### config.mk
export PLATFORM = sky130hd
export DESIGN_NAME = restoring_divider_flat
export DESIGN_NICKNAME = d
export VERILOG_FILES = /design/src/rtl/restoring_divider_if.sv /design/src/rtl/restoring_divider.sv /design/src/flat_wrapper.sv
export SDC_FILE = /design/constraint.sdc
export NUM_CORES = 1
export LEC_CHECK = 0
export ABC_AREA = 1
export BUFFER_PORTS_ARGS = -buffer_cell sky130_fd_sc_hd__buf_2
export CORE_MARGIN = 4
export CORE_UTILIZATION = 52
export DETAILED_ROUTE_END_ITERATION = 12
export GPL_TIMING_DRIVEN = 0
export PLACE_DENSITY_LB_ADDON = 0.12
export REMOVE_ABC_BUFFERS = 1
export SLEW_MARGIN = 20
export SYNTH_ARGS = -nofsm -noshare
export SYNTH_HDL_FRONTEND = slang
export SYNTH_SLANG_ARGS = --single-unit
### constraint.sdc
create_clock -name clk -period 1.7 [get_ports clk]
set_input_delay 0.34 -clock clk [delete_from_list [all_inputs] [get_ports clk]]
set_output_delay 0.34 -clock clk [all_outputs]
set_load 0.005 [all_outputs]
### src/rtl/restoring_divider_if.sv
// Handshake and result bundle for the restoring divider.
// The requester uses the master modport and the divider uses the slave modport.
interface restoring_divider_if #(
    parameter int WIDTH = 9
);
    logic             start;
    logic [WIDTH-1:0] x;
    logic [WIDTH-1:0] y;
    logic             busy;
    logic             done;
    logic [WIDTH-1:0] q;
    logic [WIDTH-1:0] r;
    logic             div_zero;

    modport master (
        output start, x, y,
        input  busy, done, q, r, div_zero
    );

    modport slave (
        input  start, x, y,
        output busy, done, q, r, div_zero
    );
endinterface

### src/rtl/restoring_divider.sv
// Unsigned restoring divider that produces one quotient bit per clock.
// A request is accepted in IDLE. CALC then runs WIDTH shift/subtract steps,
// and done pulses in the cycle after the last step.
// A zero divisor is flagged after the first CALC edge.
module restoring_divider #(
    parameter int WIDTH = 9
) (
    input  logic                clk,
    input  logic                rst,
    restoring_divider_if.slave  bus
);
    localparam int CNT_W = $clog2(WIDTH + 1);

    typedef enum logic {IDLE = 1'b0, CALC = 1'b1} state_t;

    state_t           state;
    state_t           state_n;
    logic [WIDTH:0]   rem;
    logic [WIDTH-1:0] quo;
    logic [WIDTH-1:0] y_reg;
    logic [CNT_W-1:0] cnt;
    logic [WIDTH-1:0] q_reg;
    logic [WIDTH-1:0] r_reg;
    logic             done_reg;
    logic             dz_reg;
    logic             accept;
    logic             last_step;
    logic             zero_div;
    logic [WIDTH:0]   rem_n;
    logic [WIDTH-1:0] quo_n;

    // One restoring step. Shift {rem, quo} left and try to subtract the divisor.
    // The working remainder always stays below the divisor, so the trial result
    // fits in WIDTH+1 signed bits and its top bit acts as the borrow.
    function automatic logic [2*WIDTH:0] restore_step(
        input logic [WIDTH:0]   rem_i,
        input logic [WIDTH-1:0] quo_i,
        input logic [WIDTH-1:0] d
    );
        logic [WIDTH:0]        shifted;
        logic signed [WIDTH:0] trial;
        logic [WIDTH:0]        rem_o;
        logic [WIDTH-1:0]      quo_o;
        shifted = (rem_i << 1) | {{WIDTH{1'b0}}, quo_i[WIDTH-1]};
        trial   = $signed(shifted - {1'b0, d});
        quo_o   = quo_i << 1;
        if (trial[WIDTH] == 1'b0) begin
            rem_o    = $unsigned(trial);
            quo_o[0] = 1'b1;
        end else begin
            rem_o    = shifted;
        end
        return {rem_o, quo_o};
    endfunction

    // Next-step datapath values for the current working registers
    always_comb begin
        {rem_n, quo_n} = restore_step(rem, quo, y_reg);
    end

    // Next-state logic and per-cycle control decisions
    always_comb begin
        state_n   = state;
        accept    = 1'b0;
        last_step = 1'b0;
        zero_div  = 1'b0;
        case (state)
            IDLE: begin
                if (bus.start) begin
                    accept  = 1'b1;
                    state_n = CALC;
                end
            end
            CALC: begin
                if (cnt == '0 && y_reg == '0) begin
                    zero_div = 1'b1;
                    state_n  = IDLE;
                end else if (cnt == CNT_W'(WIDTH - 1)) begin
                    last_step = 1'b1;
                    state_n   = IDLE;
                end
            end
            default: state_n = IDLE;
        endcase
    end

    // State register
    always_ff @(posedge clk or posedge rst) begin
        if (rst) begin
            state <= IDLE;
        end else begin
            state <= state_n;
        end
    end

    // Working registers, iteration counter and registered results
    always_ff @(posedge clk or posedge rst) begin
        if (rst) begin
            rem      <= '0;
            quo      <= '0;
            y_reg    <= '0;
            cnt      <= '0;
            q_reg    <= '0;
            r_reg    <= '0;
            done_reg <= 1'b0;
            dz_reg   <= 1'b0;
        end else begin
            done_reg <= 1'b0;
            if (accept) begin
                y_reg  <= bus.y;
                rem    <= '0;
                quo    <= bus.x;
                cnt    <= '0;
                dz_reg <= 1'b0;
            end else if (state == CALC) begin
                if (zero_div) begin
                    // quo still holds the untouched dividend here
                    q_reg    <= '1;
                    r_reg    <= quo;
                    dz_reg   <= 1'b1;
                    done_reg <= 1'b1;
                end else begin
                    rem <= rem_n;
                    quo <= quo_n;
                    cnt <= cnt + CNT_W'(1);
                    if (last_step) begin
                        q_reg    <= quo_n;
                        r_reg    <= rem_n[WIDTH-1:0];
                        done_reg <= 1'b1;
                    end
                end
            end
        end
    end

    assign bus.busy     = (state == CALC);
    assign bus.done     = done_reg;
    assign bus.q        = q_reg;
    assign bus.r        = r_reg;
    assign bus.div_zero = dz_reg;
endmodule

### src/flat_wrapper.sv
// flat-port wrapper written by rule: the top's interface ports become plain ports
module restoring_divider_flat 
#(
    parameter int WIDTH = 9
)
  (clk, rst, bus_start, bus_x, bus_y, bus_busy, bus_done, bus_q, bus_r, bus_div_zero);
  restoring_divider_if #(.WIDTH(WIDTH)) bus_i ();
  input  logic clk;
  input  logic rst;
  input wire logic [$bits(bus_i.start)-1:0] bus_start;
  input wire logic [$bits(bus_i.x)-1:0] bus_x;
  input wire logic [$bits(bus_i.y)-1:0] bus_y;
  output wire logic [$bits(bus_i.busy)-1:0] bus_busy;
  output wire logic [$bits(bus_i.done)-1:0] bus_done;
  output wire logic [$bits(bus_i.q)-1:0] bus_q;
  output wire logic [$bits(bus_i.r)-1:0] bus_r;
  output wire logic [$bits(bus_i.div_zero)-1:0] bus_div_zero;
  assign bus_i.start = bus_start;
  assign bus_i.x = bus_x;
  assign bus_i.y = bus_y;
  assign bus_busy = bus_i.busy;
  assign bus_done = bus_i.done;
  assign bus_q = bus_i.q;
  assign bus_r = bus_i.r;
  assign bus_div_zero = bus_i.div_zero;
  restoring_divider #(.WIDTH(WIDTH)) u_core (.clk(clk), .rst(rst), .bus(bus_i));
endmodule
==> results of run 1 <==
[through the flow]
| step | setup TNS (ns) | util [%] | std cells | setup slack, ns | hold WS [ns] |
|---|---|---|---|---|---|
| after floorplan | -4.626 | - | 369 | -0.2645 | 0.4491 |
| after global placement | -49.26 | 57.64 | 482 | -0.6426 | 0.4679 |
| after detailed placement | -18.77 | 57.68 | 482 | -0.7013 | 0.4751 |
| after CTS | -1.586 | 70.92 | 524 | -0.09026 | 0.1429 |
| after global routing | -4.870 | 77.82 | 541 | -0.2631 | 0.1557 |
| final | -2.739 | 77.82 | 541 | -0.1966 | 0.1143 |
[path summary, 6_finish.rpt]
check / startpoint / to
setup / recovery: u_core.rem[7] / u_core.rem[3]
hold / removal: rst / u_core.rem[3]
setup reg to reg: u_core.rem[7] / u_core.rem[3]
hold reg to reg: u_core.bus.q[2] / u_core.bus.q[2]
max in group asynchronous: rst / u_core.y_reg[0]
min in group clk: bus_y[0] / u_core.y_reg[0]
[synth_stat cells]
| library cell | number | share of area, % |
|---|---|---|
| nor2_1 | 7 | 0.90 |
| nand4_1 | 3 | 0.64 |
| nand3b_1 | 1 | 0.26 |
| inv_1 | 63 | 8.1 |
| nand4_2 | 1 | 0.43 |
| nand3b_2 | 1 | 0.38 |
| nand3_1 | 41 | 7.0 |
| o21ai_1 | 1 | 0.17 |
| nand2_1 | 131 | 17 |
| a22oi_1 | 5 | 1.3 |
| clkinv_1 | 1 | 0.13 |
| nand2_2 | 4 | 0.86 |
| inv_2 | 2 | 0.26 |
| clkbuf_1 | 2 | 0.26 |
| nand3_2 | 10 | 3.4 |
| nor2_2 | 1 | 0.21 |
| clkinv_2 | 1 | 0.17 |
| a21oi_2 | 1 | 0.30 |
| o22ai_1 | 9 | 1.9 |
| nor4_2 | 1 | 0.43 |
| buf_6 | 3 | 1.2 |
| o21ai_0 | 12 | 2.1 |
| dfrtp_1 | 52 | 44 |
| a21oi_1 | 3 | 0.51 |
| ha_1 | 11 | 4.7 |
| buf_2 | 5 | 0.86 |
| o21a_1 | 1 | 0.26 |
| xor2_1 | 1 | 0.30 |
| nor3_1 | 1 | 0.17 |
| fa_1 | 1 | 0.68 |
| xnor2_1 | 3 | 0.90 |
[per-layer routing]
metal | GRT usage (%) | part of all wire, %
met5 | 0 | 0
met2 | 42.71 | 52
met3 | 4.365 | 4.8
met1 | 32.63 | 40
met4 | 6.389 | 2.9
[worst max-delay path, cell delays in order (launching register included)]
cell and delay (ns):
dfrtp_1 0.43, ha_4 0.27, nand2_4 0.10, inv_2 0.05
a21oi_4 0.24, nand4_4 0.26, nand2_8 0.20, nand2_2 0.10
nand3_2 0.07, nand2_1 0.07
[area by class of cell]
class,count,share of cell area (%)
clock buffer,6,1.704
clock inverter,2,0.3819
inverter,67,6.287
multi-input combinational,252,44.36
sequential,52,30.58
tap,72,2.115
timing repair buffer,88,14.22
timing repair inverter,2,0.3525
[what timing repair did]
item | CTS | global route
endpoints found under the setup margin | 41 | 41
setup buffers | 30 | 17
pin swaps | 27 | 42
gates resized for setup | 84 | 48
cloned | 4 | 0
[cell families (layout without fill, tap and decap cells)]
| group | after synthesis | after routing | synth area share, % |
|---|---|---|---|
| flip-flops | 52 | 52 | 44.48 |
| adder cells (fa/ha/maj) | 12 | 12 | 5.389 |
| AO/OA/AOI/OAI | 32 | 32 | 6.501 |
| AND/OR/NAND/NOR | 202 | 204 | 31.52 |
| XOR/XNOR | 4 | 4 | 1.198 |
| buffers and inverters | 77 | 165 | 10.91 |
==> flow_summary.yaml, run 1 <==
timing:
  setup_violations: 20
  rsz0062_at_grt: "true"
  fmax_ghz: 0.5272
  slew_viol_final: 0
  finalCritPeriodShare_pct: 111.6
  max_slew_margin_pct: 56.50
  skew_ns: 0.009558
  setup_slack_ns: -0.1966
  period_needed_ns: 1.897
  hold_viol_final: 0
  tightestPinTransition_ns: 0.6525
floorplanning:
  core_um2: 5473
  ios: 42
  die_area_um2: 6890
  rows: 27
  die_w_um: 83.01
  fp.dieH_um: 83.01
  start_util_pct: 53.45
outcome:
  failed_checks: "negative setup slack"
  status: "complete, but fails checks"
global_route:
  grt-ovfl-total: 0
  first_global_vias: 2930
  grt_max_degree: 53
  antenna_found_initial: 0
  track_usage_pct: 24.93
  grt_pass1_wl_mm: 14.19
synth:
  synth-seq-cells: 52
  syn_inst: 379
  synth.avg_cell_area_um2: 7.718
  synth_warnings: 0
  synth_area_um2: 2925
  seq_area_frac_synth_pct: 44.48
  synthDistinctLibCells: 31
route:
  routed_wl_mm: 8.904
  ant_nets: 0
  drcViolationCount: 0
  vias: 2938
  vias_per_cell: 5.431
  first_pass_iters: 4
  drt_iter0_drc: 210
  routedWlPerCell_um: 16.46
cells_and_area:
  nFillCells: 355
  area_delta_synth_final_pct: 45.59
  antenna_cells: 0
  final_cell_mix: "nand2_1, dfrtp_1, inv_1, buf_2, buf_4"
  postLayoutCellArea_um2: 4259
  seqCellArea_um2: 1303
  fin_nets: 501
  multiInputGateArea_um2: 1889
  final_common_cell: "nand2_1"
  drive_gt1_share_pct: 44.78
cts:
  clock_sinks: 52
  holdBufCountCts: 0
  clk_pin_slew_worst_paths_ns: 0.11
  clk_path_buf_depth: 2
  clockRootBuffer: "clkbuf_8"
  insertion_delay_ns: 0.32
  cts_tree: "built"
  cts_buffers: 5
  htreeDepth: 2
worst_setup_path:
  r2r_slack_ns: -0.20
  worstRegToRegCells: 9
  cp.arrival_ns: 2.11
  path_max_fanout: 5
  required_ns: 1.91
  cp-end-kind: "register"
  critPathLaunchType: "register"
  crit_type: "register to register"
placement:
  dpl-instance-area_um2: 3157
  hpwl_mm: 4.617
  place.gp.congestion: 0.9041
  port_buffers: 41
min_path:
  worstHoldPathType: "primary input to async pin"
job:
  cap_violations: 0
Power of run 1 is left out: the tool's default activity adds up to more than one toggle a clock period on the data nets, which glitch-free logic cannot reach.
==> run 2, diff against run 1 <==
--- a/config.mk
+++ b/config.mk
@@ -9,5 +9,5 @@
 export BUFFER_PORTS_ARGS = -buffer_cell sky130_fd_sc_hd__buf_2
 export CORE_MARGIN = 4
-export CORE_UTILIZATION = 52
+export CORE_UTILIZATION = 45
 export DETAILED_ROUTE_END_ITERATION = 12
 export GPL_TIMING_DRIVEN = 0
@@ -18,2 +18,3 @@
 export SYNTH_HDL_FRONTEND = slang
 export SYNTH_SLANG_ARGS = --single-unit
+export TNS_END_PERCENT = 20
==> constraint.sdc (replaced) <==
create_clock -name clk -period 1.7 [get_ports clk]
set_input_delay 0.085 -clock clk [delete_from_list [all_inputs] [get_ports clk]]
set_output_delay 0.085 -clock clk [all_outputs]
set_load 0.005 [all_outputs]
==> flow_summary.yaml, run 2 (same netlist as run 1, synthesis figures left out) <==
worst_setup_path:
  critPathLaunchType: "register"
  crit_type: "register to register"
  cpMaxStageDelayCell: "dfrtp_1"
  cp-end-kind: "register"
  crit_path_frequent_cell: "buf_4"
  cp.arrival_ns: 2.08
  path_max_fanout: 3
  timing.critical_path.buf_inv: 2
  path_delay_family: "flip-flops"
  required_ns: 1.90
  max_stage_delay_ns: 0.43
  crit_chain: "ha_4, buf_4, a21oi_1, nand2_4, buf_4, xnor2_2, nand2_2, nand3_1, nand2_1"
placement:
  place_inst: 487
  place.gp.congestion: 0.8708
  port_buffers: 41
  hpwl_mm: 4.681
  dpl-instance-area_um2: 3163
cells_and_area:
  antenna_cells: 0
  drive_gt1_share_pct: 42.47
  fin_nets: 517
  nFillCells: 478
  final_cell_mix: "nand2_1, dfrtp_1, inv_1, buf_2, buf_4"
  final_common_cell: "nand2_1"
  area_delta_synth_final_pct: 50.68
  seqCellArea_um2: 1305
  postLayoutCellArea_um2: 4408
  multiInputGateArea_um2: 1851
  final_cell_count_no_fill: 562
route:
  routed_wl_mm: 8.598
  first_pass_iters: 5
  drt_iter0_drc: 113
  ant_nets: 0
  routedWlPerCell_um: 15.30
  drcViolationCount: 0
  vias: 2856
  vias_per_cell: 5.082
floorplanning:
  rows: 29
  fp.dieH_um: 88.63
  ios: 42
  start_util_pct: 46.33
  die_area_um2: 7854
  die_w_um: 88.63
  core_um2: 6314
cts:
  clock_sinks: 52
  insertion_delay_ns: 0.31
  clk_pin_slew_worst_paths_ns: 0.10
  clockRootBuffer: "clkbuf_8"
  cts_tree: "built"
  cts_buffers: 5
  clk_path_buf_depth: 2
  htreeDepth: 2
timing:
  tightestPinTransition_ns: 0.6649
  skew_ns: 0.005959
  finalCritPeriodShare_pct: 110.4
  period_needed_ns: 1.877
  hold_viol_final: 1
  slew_viol_final: 0
  rsz0062_at_grt: "true"
  hold_slack_ns: -0.002381
  setup_slack_ns: -0.1766
  fmax_ghz: 0.5329
  max_slew_margin_pct: 55.67
  setup_violations: 31
global_route:
  grt_max_degree: 53
  track_usage_pct: 22.12
  antenna_found_initial: 0
  first_global_vias: 2781
  grt_pass1_wl_mm: 13.49
  grt-ovfl-total: 0
outcome:
  status: "complete, but fails checks"
  failed_checks: "negative hold slack, negative setup slack"
job:
  cap_violations: 0
min_path:
  worstHoldPathType: "primary input to register"
## run 2: final timing paths
path	start	endpoint	slack, ns	cells past startpoint
max	u_core.rem[2]	u_core.rem[4]	-0.18	9
min reg2reg	u_core.bus.div_zero	u_core.bus.div_zero	0.50	1
max reg2reg	u_core.rem[2]	u_core.rem[4]	-0.18	9
min	bus_x[3]	u_core.quo[3]	-0.002	3
max in group asynchronous	rst	u_core.rem[1]	0.79	3
min in group asynchronous	rst	u_core.bus.q[2]	0.43	3
## run 2: repair_timing
action | 4_1_cts | 5_1_grt
buffers inserted | 30 | 16
hold endpoints to repair | 64 | 1
pin swaps | 22 | 47
hold buffers | 13 | 1
setup endpoints to repair | 41 | 43
cloned | 7 | 0
gates resized for setup | 64 | 62
## run 2: per-stage QoR
step | setup TNS (ns) | hold slack, ns | setup slack [ns] | utilization (%)
after floorplan | -4.626 | 0.1946 | -0.2645 | -
after global placement | -38.66 | 0.2787 | -0.6623 | 50.06
after detailed placement | -17.43 | 0.2335 | -0.6706 | 50.10
after CTS | -1.684 | 0.0007277 | -0.09831 | 63.08
after global routing | -6.233 | 0.008019 | -0.2587 | 69.82
final | -3.627 | -0.002381 | -0.1766 | 69.82
## run 2: final cells by class
type                       count  area share [%]
timing repair inverter         5          0.9083
multi-input combinational    252           41.98
sequential                    52           29.61
inverter                      67           6.074
clock buffer                   6           1.873
clock inverter                 2          0.3122
tap                           77           2.186
timing repair buffer         101           17.06
## run 2: routing by layer
metal | track usage (%) | share of wire (%) | up-vias
li1 | - | - | 1411
met1 | 29.73 | 44 | 1346
met2 | 36.71 | 49 | 75
met3 | 3.631 | 4.1 | 24
met4 | 6.593 | 2.4 | 0
met5 | 0 | 0 | -
## run 2: worst reg2reg max path: cells and delay by family, from the launching register on
kind / cells / cell delay, ns
AO/OA/AOI/OAI: 1 / 0.25
XOR/XNOR: 1 / 0.16
adder cells (fa/ha/maj): 1 / 0.28
buffers and inverters: 2 / 0.29
flip-flops: 1 / 0.43
AND/OR/NAND/NOR: 4 / 0.36
Power of run 2 is left out for the same reason.
==> run 3, diff against run 2 <==
Settings changed: CORE_UTILIZATION 45 to 36.
==> flow_summary.yaml, run 3 (same netlist as run 1, synthesis figures left out) <==
floorplanning:
  die_w_um: 98.15
  die_area_um2: 9632
  fp.dieH_um: 98.15
  ios: 42
  core_um2: 7807
  start_util_pct: 37.47
  rows: 32
cells_and_area:
  multiInputGateArea_um2: 1668
  seqCellArea_um2: 1303
  fin_nets: 512
  final_cell_mix: "nand2_1, dfrtp_1, inv_1, buf_2, buf_4"
  final_cell_count_no_fill: 582
  drive_gt1_share_pct: 39.58
  nFillCells: 772
  final_common_cell: "nand2_1"
  antenna_cells: 0
  area_delta_synth_final_pct: 46.45
timing:
  setup_violations: 23
  hold_viol_final: 2
  max_slew_margin_pct: 55.58
  slew_viol_final: 0
  finalCritPeriodShare_pct: 111.2
  fmax_ghz: 0.5292
  rsz0062_at_grt: "true"
  setup_slack_ns: -0.1896
  skew_ns: 0.007082
  period_needed_ns: 1.890
  tightestPinTransition_ns: 0.6664
  hold_slack_ns: -0.009218
worst_setup_path:
  crit_type: "register to register"
  cp.arrival_ns: 2.10
  path_max_fanout: 4
  cp-end-kind: "register"
  required_ns: 1.91
  critPathLaunchType: "register"
cts:
  insertion_delay_ns: 0.31
  clk_pin_slew_worst_paths_ns: 0.10
  cts_tree: "built"
  clockRootBuffer: "clkbuf_8"
  clk_path_buf_depth: 2
  clock_sinks: 52
  htreeDepth: 2
  cts_buffers: 5
global_route:
  first_global_vias: 2825
  grt-ovfl-total: 0
  track_usage_pct: 17.16
  antenna_found_initial: 0
  grt_max_degree: 53
  grt_pass1_wl_mm: 13.63
route:
  drcViolationCount: 0
  routedWlPerCell_um: 14.93
  ant_nets: 0
  vias_per_cell: 4.838
  vias: 2816
  drt_iter0_drc: 130
  first_pass_iters: 4
  routed_wl_mm: 8.689
outcome:
  status: "complete, but fails checks"
  failed_checks: "negative hold slack, negative setup slack"
placement:
  port_buffers: 41
  hpwl_mm: 4.939
  place_inst: 512
  place.gp.congestion: 0.8364
min_path:
  worstHoldPathType: "primary input to register"
job:
  cap_violations: 0
-- run 3: changes by cell type in the layout (fill, tap and decap cells not counted), moves of 3 or more --
cell / change
nand2_2: -4
buf_4: -4
nand3_2: +4
nand3_1: +4
nand2_1: +4
nand2_8: -5
nand2_4: +3
nand3_4: -8
-- run 3: worst max-delay path, cell delays in order (launching register included) --
cell     delay (ns)
dfrtp_1        0.41
inv_2          0.10
ha_4           0.22
nand2_4        0.08
inv_2          0.05
a21oi_4        0.17
buf_6          0.13
nand4_4        0.15
nand2_4        0.15
buf_6          0.13
nand2_2        0.06
nand3_1        0.07
nand2_1        0.07
-- run 3: stage by stage --
| step | hold slack, ns | cell area, µm² | utilization [%] | setup slack [ns] | setup TNS [ns] |
|---|---|---|---|---|---|
| floorplan | 0.1946 | 2859 | - | -0.2645 | -4.626 |
| global placement | 0.2798 | 3192 | 40.88 | -0.6825 | -44.37 |
| detailed placement | 0.2437 | 3194 | 40.91 | -0.6980 | -19.47 |
| CTS | 0.0003871 | 4003 | 51.27 | -0.1349 | -2.698 |
| global route | 0.008113 | 4284 | 54.87 | -0.2822 | -5.485 |
| finish | -0.009218 | 4284 | 54.87 | -0.1896 | -2.892 |
-- run 3: area by class of cell --
| cell class | count | area share (%) |
|---|---|---|
| clock inverters | 2 | 0.9054 |
| repair inverters | 4 | 0.7593 |
| repair buffers | 99 | 17.79 |
| multi-input cells | 250 | 38.93 |
| inverters | 67 | 6.308 |
| clock buffers | 6 | 1.928 |
| well taps | 102 | 2.979 |
| flip-flops and latches | 52 | 30.40 |
-- run 3: routing by layer --
metal  track usage (%)  share of wire (%)  vias up
met5                 0                  0        -
met4             3.151                1.5        0
met3             2.571                4.4       11
met2             29.06                 47       54
met1             23.63                 47     1352
li1                  -                  -     1399
-- run 3: path summary, 6_finish.rpt --
check | cells past startpoint | endpoint | slack [ns] | from
worst min-delay path | 3 | u_core.y_reg[7] | -0.009 | bus_y[7]
worst max-delay path | 12 | u_core.bus.r[0] | -0.19 | u_core.y_reg[7]
worst min register to register | 2 | u_core.bus.q[0] | 0.50 | u_core.bus.q[0]
worst max register to register | 12 | u_core.bus.r[0] | -0.19 | u_core.y_reg[7]
min in group asynchronous | 3 | u_core.bus.busy | 0.43 | rst
max in group asynchronous | 3 | u_core.y_reg[0] | 0.81 | rst
-- run 3: what timing repair did --
item | 4_1_cts | 5_1_grt
gates resized for setup | 73 | 32
setup endpoints to repair | 41 | 40
endpoints found under the hold margin | 62 | 2
pin swaps | 20 | 19
hold buffers | 11 | 2
cloned | 3 | 3
setup buffers | 30 | 14
Power of run 3 is left out for the same reason.
